**config.mk**
```make
export PLATFORM = sky130hd
export DESIGN_NAME = qc_issue_scheduler
export DESIGN_NICKNAME = d
export VERILOG_FILES = /design/src/rtl/qc_issue_scheduler.sv
export SDC_FILE = /design/constraint.sdc
export NUM_CORES = 1
export LEC_CHECK = 0
export BUFFER_PORTS_ARGS = -buffer_cell sky130_fd_sc_hd__buf_2
export CAP_MARGIN = 20
export CORE_MARGIN = 1
export CORE_UTILIZATION = 46
export DETAILED_ROUTE_END_ITERATION = 10
export PLACE_DENSITY = 0.77
export SLEW_MARGIN = 20
export SYNTH_ARGS = -nofsm -noshare
export SYNTH_HDL_FRONTEND = slang
export SYNTH_SLANG_ARGS = --single-unit
```
**constraint.sdc**
```tcl
create_clock -name clk -period 2.56 [get_ports clk]
set_input_delay 0.256 -clock clk [delete_from_list [all_inputs] [get_ports clk]]
set_output_delay 0.256 -clock clk [all_outputs]
set_load 0.05 [all_outputs]
```
**src/rtl/qc_issue_scheduler.sv**
```systemverilog
// Timed issue scheduler: pops decoded words, waits for start_time and free FPGAs, issues once.
// One instruction in flight; busy scoreboard set on accept, cleared by fpga_done pulses.
module qc_issue_scheduler #(
  parameter int NUM_FPGA           = 64,
  parameter int NUM_QUBIT_PER_FPGA = 64,
  localparam int FB = $clog2(NUM_FPGA),
  localparam int LB = $clog2(NUM_QUBIT_PER_FPGA),
  localparam int QW = FB + LB,
  localparam int IW = 3*QW + 20
) (
  input  logic                clk,
  input  logic                rst,
  input  logic                start,
  input  logic                stop,
  input  logic [IW-1:0]       instr_data,
  input  logic                instr_valid,
  output logic                instr_ready,
  output logic                issue_valid,
  input  logic                issue_ready,
  output logic [1:0]          issue_op_code,
  output logic [FB-1:0]       issue_fpga_a,
  output logic [LB-1:0]       issue_qubit_a,
  output logic [FB-1:0]       issue_fpga_b,
  output logic [LB-1:0]       issue_qubit_b,
  output logic [QW-1:0]       issue_dest,
  output logic [15:0]         issue_time,
  input  logic [NUM_FPGA-1:0] fpga_done,
  output logic [NUM_FPGA-1:0] fpga_busy,
  output logic [15:0]         sched_time,
  output logic [15:0]         late_cnt,
  output logic                running
);

  typedef enum logic [1:0] {IDLE, FETCH, WAIT, ISSUE} state_t;

  state_t              state, state_n;
  logic [IW-3:0]       word;
  logic                first_wait;
  logic                stop_pend;
  logic [15:0]         sched;
  logic [15:0]         late;
  logic [15:0]         itime;
  logic [NUM_FPGA-1:0] busy;
  logic [NUM_FPGA-1:0] req;

  logic [15:0]   w_start;
  logic [1:0]    w_op;
  logic [QW-1:0] w_op1, w_op2, w_dest;
  logic          time_ok, res_free, accept, stop_any;
  logic          unused_status;

  // status bits are carried by the queue but have no meaning here
  assign unused_status = ^instr_data[1:0];

  assign w_start = word[IW-3 -: 16];
  assign w_op    = word[IW-19 -: 2];
  assign w_op1   = word[3*QW-1 -: QW];
  assign w_op2   = word[2*QW-1 -: QW];
  assign w_dest  = word[QW-1:0];

  always_comb begin
    req = '0;
    case (w_op)
      2'b01, 2'b11: req[w_op1[QW-1:LB]] = 1'b1;
      2'b10: begin
        req[w_op1[QW-1:LB]] = 1'b1;
        req[w_op2[QW-1:LB]] = 1'b1;
      end
      default: req = '0;
    endcase
  end

  // a done pulse arriving this cycle already frees its FPGA for the WAIT decision
  assign time_ok  = (sched >= w_start);
  assign res_free = ((busy & ~fpga_done & req) == '0);
  assign accept   = (state == ISSUE) && issue_ready;
  assign stop_any = stop | stop_pend;

  always_comb begin
    state_n = state;
    case (state)
      IDLE:  if (start) state_n = FETCH;
      FETCH: begin
        if (instr_valid)   state_n = WAIT;
        else if (stop_any) state_n = IDLE;
      end
      WAIT:  if (time_ok && res_free) state_n = (w_op == 2'b00) ? FETCH : ISSUE;
      ISSUE: if (issue_ready) state_n = stop_any ? IDLE : FETCH;
      default: state_n = IDLE;
    endcase
  end

  always_ff @(posedge clk) begin
    if (rst) begin
      state      <= IDLE;
      word       <= '0;
      first_wait <= 1'b0;
      stop_pend  <= 1'b0;
      sched      <= '0;
      late       <= '0;
      itime      <= '0;
      busy       <= '0;
    end else begin
      state      <= state_n;
      first_wait <= (state == FETCH) && instr_valid;
      if ((state == FETCH) && instr_valid) word <= instr_data[IW-1:2];
      stop_pend  <= (state != IDLE) && (state_n != IDLE) && stop_any;
      if ((state == IDLE) || (state_n == IDLE)) sched <= '0;
      else if (sched != 16'hFFFF)               sched <= sched + 16'd1;
      if (first_wait && (w_start < sched) && (late != 16'hFFFF)) late <= late + 16'd1;
      if ((state == WAIT) && (state_n == ISSUE)) itime <= sched;
      // set on accept wins over a coincident clear
      busy <= (busy & ~fpga_done) | (accept ? req : '0);
    end
  end

  assign instr_ready   = (state == FETCH);
  assign issue_valid   = (state == ISSUE);
  assign issue_op_code = w_op;
  assign issue_fpga_a  = w_op1[QW-1:LB];
  assign issue_qubit_a = w_op1[LB-1:0];
  assign issue_fpga_b  = w_op2[QW-1:LB];
  assign issue_qubit_b = w_op2[LB-1:0];
  assign issue_dest    = w_dest;
  assign issue_time    = itime;
  assign fpga_busy     = busy;
  assign sched_time    = sched;
  assign late_cnt      = late;
  assign running       = (state != IDLE);

endmodule
```
==> metrics.cfg <==
[run_status]
status=finished with violations
violations=setup timing

[critical_path]
crit_buf_inv=3
cp_max_fo=8
start_kind=flip-flop
cp.required_ps=2910
crit_arrival_ps=3020
slowest_delay_ps=370
crit_family=simple AND/OR/NAND/NOR gates
crit_path_end_kind=flip-flop
crit_slowest_cell=dfxtp_4
cp_cell_sequence=dlymetal6s2s_1 -> or4b_1 -> buf_6 -> o22ai_1 -> a32o_1 -> nor2_2 -> nand4_1 -> nor4_4 -> and3_4 -> buf_12 -> mux2i_1
critPathKind=flip-flop to flip-flop

[sta]
drv_slew=0
max_freq_mhz=374.5
rsz0062_at_grt=yes
relSlewSlack_pct=53.42
period_share_pct=104.3
finClkSkew_ps=11.08
tns_ps=-1030
fin_crit_ps=2670
worst_slew_pin_slew_ps=698.7
final_hold_viol_count=0
setup_violations=19
setup_slack_ps=-110.0

[layout]
final_cell_mix=buf_2 (275), dfxtp_1 (141), nand2_1 (123)
syn_to_final_growth_pct=37.80
instances_no_fill=1581
final_common_cell=buf_2
n_fill_cell=1490
nets=1484
antennaDiodeCount=0
drive_above_1_share_pct=39.87
fin_area_sq_um=11620

[placed_design]
port_buffers=276
dp_hpwl_mm=18.88
gp_congestion=1.008
place_area_sq_um=10200
dp.cells=1523
dpl_worst_slack_ps=-390.0

[route]
drt_wl_total_mm=27.79
ant_nets=0
vias=8736
dr.pass1.iters=8
drc_errors=0
drtIter0Drc=742
vias_per_cell=5.526
wl_per_cell_um=17.57

[grt]
grt_first_pass_wirelength_mm=39.14
grt_pass1_vias=7780
grt_overflow=0
grt_usage_pct=26.92
antenna_found_initial=0
grt_max_degree=169

[clock_tree]
cts_root_buf=clkbuf_16
cts.clk_slew.worst_paths_ps=70
htreeDepth=4
cts_tree=built
tritoncts.num_buffers=17
cts_sinks=170
hold_buffers=0
clk_path_buf_depth=2
worstSkewPairLatency_ps=430

[yosys]
ys_warn_count=0
synthArstFlopShare_pct=0
synth_cells=1042
synth_edf_count=0
synth-seq-area-share_pct=40.35
syn_area_per_cell_sq_um=8.094
ys_seq_elements=170
post_synth_instance_area_sq_um=8434
syn-num-nets=1186
ys.flop_type=dfxtp_1
yosys.cell_types.count=59

[power_and_ir_drop]
leakagePower_nw=4.860
fin_total_pwr_w=0.006401
peakVddDrop_uv=467.3
powerDensity_nw_per_um2=550.8

[floorplan]
die_h_um=137.4
initial_core_util_pct=46.95
core-area_sq_um=17960
row_count=49
die_width_um=137.4
ioPinCount=279
design.die.area_sq_um=18880

[run]
max_cap_violations=0

[worst_hold_path]
hold_class=input pin to flip-flop

worst min-delay path, cell delays in order:
cell and delay, ps:
buf_2 100, nand2_1 50, a21oi_1 50
what timing repair did:
action,CTS,global route
pin swaps,13,35
hold endpoints to repair,0,0
setup endpoints to repair,32,46
gates cloned,1,1
setup buffers,7,18
gates resized for setup,46,81
where the power goes:
group | switching, W | leakage, nW | internal, W
Clock | 0.00112 | 0.298 | 0.00160
Sequential | 0.0000583 | 1.39 | 0.00269
Combinational | 0.000568 | 3.17 | 0.000376
Total | 0.00174 | 4.86 | 0.00466
cell type report:
cell class	count	area, sq um	share of cell area, %
Inverter	29	108.9	0.9366
Tap cell	229	286.5	2.465
Timing Repair Buffer	389	2332	20.07
Multi-Input combinational cell	733	4801	41.31
Clock inverter	13	163.9	1.410
Clock buffer	18	450.4	3.876
Sequential cell	170	3480	29.94
cell families (layout without fill, tap and decap cells):
kind of cell / count (synthesis) / in the layout / synth area share (%)
AOI/OAI and AO/OA: 246 / 246 / 17.86
xor gates and xnor gates: 25 / 25 / 2.596
DFF: 170 / 170 / 40.35
buffers and inverters: 139 / 449 / 8.856
and+or+nand+nor: 427 / 427 / 25.65
adders and majority gates: 18 / 18 / 2.670
muxes: 17 / 17 / 2.017
layer usage:
layer  global-route usage [%]  vias to the layer above  routed length, um
met3                    6.586                       80               2389
met1                    34.04                     4027              11310
met5                        0                        -                  0
li1                         -                     4142                  -
met4                    11.05                        0                965
met2                    43.63                      487              13120
worst paths after layout:
kind,from,to,slack (ps),cells after the start
worst min register to register,word[13],word[13],450,2
worst min-delay path,instr_data[20],word[18],50,3
worst max-delay path,word[36],issue_time[13],-110,11
worst max register to register,word[36],issue_time[13],-110,11
state kept, by name, summed over array words and instances (netlist names):
signal      cells
sched_time     16
late_cnt       16
word           54
fpga_busy      64
issue_time     16
state           2
first_wait      1
stop_pend       1
synth_stat cells, types with 4 or more instances:
library cell / number / area share, %
a21oi_1: 127 / 7.5
a31oi_1: 4 / 0.30
nand2b_1: 53 / 3.9
nor3_1: 7 / 0.42
a22o_1: 4 / 0.42
buf_4: 44 / 3.9
o22ai_1: 52 / 3.9
clkbuf_1: 35 / 1.6
ha_1: 18 / 2.7
a32o_1: 4 / 0.47
or3b_2: 5 / 0.52
nand3b_1: 9 / 0.80
a22oi_1: 12 / 1.1
and3_1: 6 / 0.45
a211oi_1: 5 / 0.45
inv_1: 29 / 1.3
and2_1: 6 / 0.45
o22a_1: 10 / 1.0
mux2i_1: 17 / 2.0
dfxtp_1: 170 / 40
buf_1: 5 / 0.22
buf_2: 21 / 1.2
or3b_1: 5 / 0.52
o21ai_0: 8 / 0.47
nand4_1: 14 / 1.0
nor2_1: 103 / 4.6
or3_1: 4 / 0.30
nor2b_1: 52 / 3.9
nand2_1: 124 / 5.5
nand3_1: 19 / 1.1
xor2_1: 4 / 0.42
xnor2_1: 21 / 2.2
through the flow:
stage	utilization, %	hold WS [ps]
after global placement	56.80	438.7
after global routing	64.70	44.15
final	64.70	53.47
after CTS	61.52	44.07
after detailed placement	56.80	445.3
after floorplan	-	385.4
Note: power is estimated with default switching activity, not from simulation.
